$ cat src/rtl/ri_ctrl_unit.sv
// ri_ctrl_unit: multi-cycle fetch/decode/control stage of the RICPU.
// Holds PC and IR, fetches from the instruction ROM, decodes R-type and
// I-type ALU instructions and drives GPR addresses, write strobe, operand
// select flags and the ALU opcode. One instruction per four cycles
// (IF -> ID -> EX -> WB). An undecodable instruction halts the unit in ID.
//
// Ports:
//   clk, rst              clock, asynchronous active-high reset
//   Inst_Addr  [31:0] out current PC (byte address) to the instruction ROM
//   Inst_Data  [31:0] in  ROM word at Inst_Addr, sampled at IF exit only
//   R_Addr_A/B [4:0]  out rs / rt fields of IR
//   W_Addr     [4:0]  out destination register (rt or rd per rd_rt_s)
//   Write_Reg         out register-file write strobe, high in WB
//   rd_rt_s           out 1 = destination is rt
//   rt_imm_s          out 1 = ALU operand B is Imm32
//   imm_s             out 1 = sign-extend imm16, 0 = zero-extend
//   Imm32      [31:0] out extended immediate
//   ALU_OP     [2:0]  out ALU opcode
//   State      [1:0]  out current FSM state (debug)
//   Illegal_Inst      out sticky undecodable-instruction flag
module ri_ctrl_unit #(
    parameter logic [31:0] PC_RESET = 32'h0000_0000
) (
    input  logic        clk,
    input  logic        rst,
    output logic [31:0] Inst_Addr,
    input  logic [31:0] Inst_Data,
    output logic [4:0]  R_Addr_A,
    output logic [4:0]  R_Addr_B,
    output logic [4:0]  W_Addr,
    output logic        Write_Reg,
    output logic        rd_rt_s,
    output logic        rt_imm_s,
    output logic        imm_s,
    output logic [31:0] Imm32,
    output logic [2:0]  ALU_OP,
    output logic [1:0]  State,
    output logic        Illegal_Inst
);

    typedef enum logic [1:0] {
        S_IF = 2'b00,
        S_ID = 2'b01,
        S_EX = 2'b10,
        S_WB = 2'b11
    } state_t;

    localparam logic [2:0] OP_AND  = 3'b000;
    localparam logic [2:0] OP_OR   = 3'b001;
    localparam logic [2:0] OP_XOR  = 3'b010;
    localparam logic [2:0] OP_NOR  = 3'b011;
    localparam logic [2:0] OP_ADD  = 3'b100;
    localparam logic [2:0] OP_SUB  = 3'b101;
    localparam logic [2:0] OP_SLTU = 3'b110;
    localparam logic [2:0] OP_SLLV = 3'b111;

    state_t      state_q,     state_d;
    logic [31:0] pc_q,        pc_d;
    logic [31:0] ir_q,        ir_d;
    logic        rd_rt_s_q,   rd_rt_s_d;
    logic        rt_imm_s_q,  rt_imm_s_d;
    logic        imm_s_q,     imm_s_d;
    logic [2:0]  alu_op_q,    alu_op_d;
    logic        illegal_q,   illegal_d;
    logic        write_reg_q, write_reg_d;

    logic        dec_legal;
    logic [2:0]  dec_op;
    logic        dec_rd_rt_s;
    logic        dec_rt_imm_s;
    logic        dec_imm_s;

    // Instruction decoder working on the held IR
    always_comb begin
        dec_legal    = 1'b0;
        dec_op       = OP_ADD;
        dec_rd_rt_s  = 1'b0;
        dec_rt_imm_s = 1'b0;
        dec_imm_s    = 1'b0;
        if (ir_q[31:26] == 6'b000000) begin
            dec_legal = 1'b1;
            case (ir_q[5:0])
                6'b100000: dec_op = OP_ADD;
                6'b100010: dec_op = OP_SUB;
                6'b100100: dec_op = OP_AND;
                6'b100101: dec_op = OP_OR;
                6'b100110: dec_op = OP_XOR;
                6'b100111: dec_op = OP_NOR;
                6'b101011: dec_op = OP_SLTU;
                6'b000100: dec_op = OP_SLLV;
                default:   dec_legal = 1'b0;
            endcase
        end else begin
            dec_legal    = 1'b1;
            dec_rd_rt_s  = 1'b1;
            dec_rt_imm_s = 1'b1;
            case (ir_q[31:26])
                6'b001000: begin dec_op = OP_ADD; dec_imm_s = 1'b1; end
                6'b001100: dec_op = OP_AND;
                6'b001101: dec_op = OP_OR;
                6'b001110: dec_op = OP_XOR;
                default:   dec_legal = 1'b0;
            endcase
        end
    end

    // Next-state logic; an illegal instruction parks the FSM in ID forever
    always_comb begin
        state_d    = state_q;
        pc_d       = pc_q;
        ir_d       = ir_q;
        rd_rt_s_d  = rd_rt_s_q;
        rt_imm_s_d = rt_imm_s_q;
        imm_s_d    = imm_s_q;
        alu_op_d   = alu_op_q;
        illegal_d  = illegal_q;
        case (state_q)
            S_IF: begin
                ir_d    = Inst_Data;
                pc_d    = pc_q + 32'd4;
                state_d = S_ID;
            end
            S_ID: begin
                if (dec_legal) begin
                    rd_rt_s_d  = dec_rd_rt_s;
                    rt_imm_s_d = dec_rt_imm_s;
                    imm_s_d    = dec_imm_s;
                    alu_op_d   = dec_op;
                    state_d    = S_EX;
                end else begin
                    illegal_d = 1'b1;
                end
            end
            S_EX:    state_d = S_WB;
            default: state_d = S_IF;
        endcase
        write_reg_d = (state_d == S_WB);
    end

    always_ff @(posedge clk or posedge rst) begin
        if (rst) begin
            state_q     <= S_IF;
            pc_q        <= PC_RESET;
            ir_q        <= 32'h0;
            rd_rt_s_q   <= 1'b0;
            rt_imm_s_q  <= 1'b0;
            imm_s_q     <= 1'b0;
            alu_op_q    <= OP_ADD;
            illegal_q   <= 1'b0;
            write_reg_q <= 1'b0;
        end else begin
            state_q     <= state_d;
            pc_q        <= pc_d;
            ir_q        <= ir_d;
            rd_rt_s_q   <= rd_rt_s_d;
            rt_imm_s_q  <= rt_imm_s_d;
            imm_s_q     <= imm_s_d;
            alu_op_q    <= alu_op_d;
            illegal_q   <= illegal_d;
            write_reg_q <= write_reg_d;
        end
    end

    assign Inst_Addr    = pc_q;
    assign R_Addr_A     = ir_q[25:21];
    assign R_Addr_B     = ir_q[20:16];
    assign W_Addr       = rd_rt_s_q ? ir_q[20:16] : ir_q[15:11];
    assign Imm32        = imm_s_q ? {{16{ir_q[15]}}, ir_q[15:0]} : {16'h0000, ir_q[15:0]};
    assign Write_Reg    = write_reg_q;
    assign rd_rt_s      = rd_rt_s_q;
    assign rt_imm_s     = rt_imm_s_q;
    assign imm_s        = imm_s_q;
    assign ALU_OP       = alu_op_q;
    assign State        = state_q;
    assign Illegal_Inst = illegal_q;

endmodule

$ cat config.mk
export PLATFORM = sky130hd
export DESIGN_NAME = ri_ctrl_unit
export DESIGN_NICKNAME = d
export VERILOG_FILES = /design/src/rtl/ri_ctrl_unit.sv
export SDC_FILE = /design/constraint.sdc
export NUM_CORES = 1
export LEC_CHECK = 0
export ABC_AREA = 0
export CAP_MARGIN = 20
export CELL_PAD_IN_SITES_DETAIL_PLACEMENT = 1
export CELL_PAD_IN_SITES_GLOBAL_PLACEMENT = 1
export CORE_MARGIN = 2
export CORE_UTILIZATION = 31
export DETAILED_ROUTE_END_ITERATION = 8
export GPL_TIMING_DRIVEN = 0
export PLACE_DENSITY = 0.84
export SYNTH_ARGS = -nofsm -noshare
export SYNTH_HDL_FRONTEND = slang
export SYNTH_SLANG_ARGS = --single-unit
export TNS_END_PERCENT = 50
$ cat constraint.sdc
create_clock -name clk -period 2.3 [get_ports clk]
set_input_delay 0.46 -clock clk [delete_from_list [all_inputs] [get_ports clk]]
set_output_delay 0.46 -clock clk [all_outputs]
set_load 0.02 [all_outputs]
# After elaboration in Yosys (flattened, before gate mapping)
# Index checks and enable logic that the tools add are counted.
# W data, S select, Z words.
# totals
input_bits,34
output_inout_bits,89
elab_cells,44
ff_bits,73
# classes
eq_ne,15
n_bitwise,1
n_reduce_logical,6
muxes,13
n_addsub,1
# op_table
cell,count
$eq A6 B6 Y1 const B,7
$add A32 B3 Y32 const B,1
$mux W32,1
$eq A6 B4 Y1 const B,4
$pmux W3 S7,1
$pmux W3 S3,1
$reduce_or A8 Y1,1
$eq A6 B3 Y1 const B,1
$logic_not A6 Y1,1
$mux W1,6
$pmux W2 S3,1
$mux W5,1
$eq A2 B2 Y1 const B,2
$reduce_and A2 Y1,2
$reduce_or A4 Y1,1
$mux W3,1
$eq A2 B1 Y1 const B,1
$logic_not A2 Y1,1
$mux W2,1
$not A1 Y1,1

# Depth between registers and ports, before layout
# logic_depth
ltp_word,7
ltp_mapped,6
mapped_depth_nobuf,6

# Worst setup path before layout
# OpenSTA, ideal clock, no wires.
# synth_timing
path_type,register to register
startpoint,register pc_q[2] (netlist: Inst_Addr[2])
endpoint,register pc_q[22] (netlist: Inst_Addr[22])
arrival_time_ps,1929
setup_time_ps,130
path_slack_ps,241
n_path_buf,0
synth_period_minus_slack_ps,2059
path_stages_with_launch,7
required_time_ps,2170
path_cell_list,dfrtp_1 > ha_1 > or3b_1 > or4_4 > nor2_4 > nand3_1 > xnor2_1
# synth_via
elab_chain_len,1
# synth_rtl
element,line_no,text
from (decl),58,"logic [31:0] pc_q, pc_d;"
from (signal assigned),153,pc_q <= pc_d;
$add A32 B3 Y32,120,pc_d = pc_q + 32'd4;
# No other way between the ends.
# A chain may end at the register's enable or synchronous reset.

==> out/results.txt <==
hold slack final - 0.4855 ns
Yosys cell types - 41
die area - 11910 um^2
Net Sw Frac - 35.02%
Simple-Gate Fraction of Synth Area - 13.48%
pre-CTS setup slack - -0.009911 ns
Worst IR Drop VDD - 0.0006065 V
critical path arrival - 1.76 ns
worst slew pin tran - 0.8957 ns
Post-Syn Area per Cell - 12.02 um^2
Root Driver - clkbuf_8
pin count of the biggest net entering global routing - 72
Int Power - 3810 uW
H-tree levels - 3
Initial Util - 31.74%
# clock sinks - 71
Max Cap Violations - 0
GRT Total Usage - 15.01%
Tcrit/Tclk final - 96.47%
Final Power - 5864 uW
per-cell routed wire length - 15.41 um
Max FO, Critical Path - 8
RSZ-0062 raised after global routing - no
Hold Path Origin - Inst_Addr[31]$_DFFE_PP0P_
Final #Nets - 452
Comb pwr share - 46.5%
post-synthesis mux area share - 13.81%
worst path bufs/invs - 1
Seq pwr share - 34.4%
drt drc - 0
vias - 2570
worst setup margin - 0.08119 ns
Fmax - 450.7 MHz
Synth Area in Compound Gates - 2.264%
Clk pin slew, worst setup/hold paths - 0.08 ns
Synth Flop Type - dfrtp_1
Hold WC Path Type - flip-flop to flip-flop
ranking of synthesized cells by area - dfrtp_1, mux2_2, buf_4
clock buffer count from CTS - 9
first-pass GRT wire length - 13760 um
crit-path leading delay family - buffers and inverters
CORE AREA - 10790 um^2
TritonRoute pass-1 iters - 3
Psw - 2054 uW
Seq cells post-synth - 71
vias in the first global route - 2729
Final Skew - 0.01613 ns
Layout area overhead - 47.08%
# IOs - 123
ys async rst share - 100.0%
RR Endpoint - Inst_Addr[26]$_DFFE_PP0P_
number of diodes - 0
post-synthesis adder-cell area fraction - 0.3652%
Fin Setup TNS - 0 ns
Post-synth EDFFs - 0
status - finished clean
Die Ht - 109.1 um
Hold Crit Endpoint - Inst_Addr[31]$_DFFE_PP0P_
routability cong. - 0.7351
count leader, synth - dfrtp_1
Syn Inst Count - 285
post-synthesis xor/xnor area fraction - 7.414%
worst skew pair latency - 0.35 ns
worst stage delay on the critical path - 0.56 ns
final wirelength - 8660 um
Yosys top cell area share - 51.13%
Remaining Overflow, GRT - 0
share of layout cells above drive strength 1 - 27.96%
worst reg2reg startpoint - Inst_Addr[2]$_DFFE_PP0P_
IO Port Bufs - 120
fin. max-slew vios - 0
Hold Crit Depth - 1
Setup crit start kind - flip-flop
initial drt markers - 49
Placed Area - 4808 um^2
Commonest cells post-synth - dfrtp_1, buf_4, mux2_2
Tmin final - 2.219 ns
Design Area, Final - 5039 um^2
initial antenna violation count - 0
row count - 38
Via density - 4.573
Worst slew margin - 40.28%
slowest CP cell - clkdlybuf4s50_1
Synth area leader - dfrtp_1
crit-path cells - mux2_2 > clkdlybuf4s50_1
Clock Power Share - 19.1%
flop-to-flop setup slack - 0.16 ns
Post-Syn Area - 3426 um^2
Crit. End Element - output pin
DRT antenna net count - 0
YS warnings - 0
leak pwr - 0.002136 uW
post-synthesis sequential area ratio - 51.90%
Post-DP HPWL - 6580 um
TritonCTS clock tree - yes
Chip Width - 109.1 um
Worst Setup Path Type - flip-flop to output pin
pwr/cell area - 1164 nW/um^2
Post-CTS Hold Buffers - 0
Critical Path RT - 1.84 ns
Final setup viols - 0
final hold violation count - 0
CTS Buffer Depth - 2
largest family of logic cells by synthesized area - multiplexers
Worst Reg-to-Reg Cells - 6
-- sequential cells by signal, indices dropped and copies added, names as in the netlist --
signal	flops
imm_s	1
Illegal_Inst	1
Write_Reg	1
State	2
ir_q	32
ALU_OP	3
rt_imm_s	1
Inst_Addr	30
-- how the worst max path moves through the flow --
stage	start	to	cells after the start
6_report	rt_imm_s$_DFFE_PP0P_	W_Addr[4]	2
5_1_grt	rt_imm_s$_DFFE_PP0P_	W_Addr[4]	2
4_1_cts	rt_imm_s$_DFFE_PP0P_	W_Addr[4]	2
3_5_place_dp	State[1]$_DFF_PP0_	ir_q[11]$_DFFE_PP0P_	3
3_3_place_gp	rst	ir_q[25]$_DFFE_PP0P_	2
2_1_floorplan	rst	ALU_OP[0]$_DFFE_PP0P_	1
-- what timing repair did --
| action | in CTS | in global routing |
|---|---|---|
| setup buffers | 0 | 1 |
| gates resized for setup | 4 | 0 |
| pin swaps | 0 | 1 |
| setup endpoints to repair | 41 | 2 |
-- area by class of cell --
class	instances	area [um^2]
buffer	49	350.3
clock buffer	9	123.9
clock inverter	7	96.34
fill	1178	5754
inverter	3	13.76
multi-input combinational	162	1291
sequential	71	1779
tap	140	175.2
timing repair buffer	121	1209
-- layer usage --
layer	share of wire, %	GRT usage (%)
met5	0	0
met4	1.2	4.029
met3	6.9	4.124
met2	52	26.35
met1	40	18.00
-- power groups by stage --
stage	Clock (uW)	Combinational (uW)	Sequential [uW]
after floorplan	0	1620	2000
after global placement	0	2700	1980
after detailed placement	0	2770	2020
after CTS	1150	2760	2030
after global routing	1210	2920	2100
final	1120	2730	2020
-- logic make-up after synthesis --
group | Yosys count
AND/OR/NAND/NOR | 75
flip-flops | 71
buffers and inverters | 53
multiplexers | 42
XOR/XNOR | 29
AO/OA/AOI/OAI | 13
adder cells (fa/ha/maj) | 1
other | 1
-- through the flow --
| stage | util [%] | instances |
|---|---|---|
| final | 46.68 | 562 |
| after global routing | 46.68 | 562 |
| after CTS | 46.61 | 561 |
| after detailed placement | 44.55 | 546 |
| after global placement | 44.53 | 546 |
| after floorplan | - | 286 |
-- cell usage in the layout, fill, tap and decap left out, types with 8 or more instances in the layout --
cell / count
xnor2_1: 23
nand2_1: 14
mux2_2: 42
nor2_1: 8
nand3_1: 9
buf_4: 45
clkdlybuf4s50_1: 120
clkbuf_8: 9
dfrtp_1: 69
No activity file was read; power rests on OpenSTA's default activity.
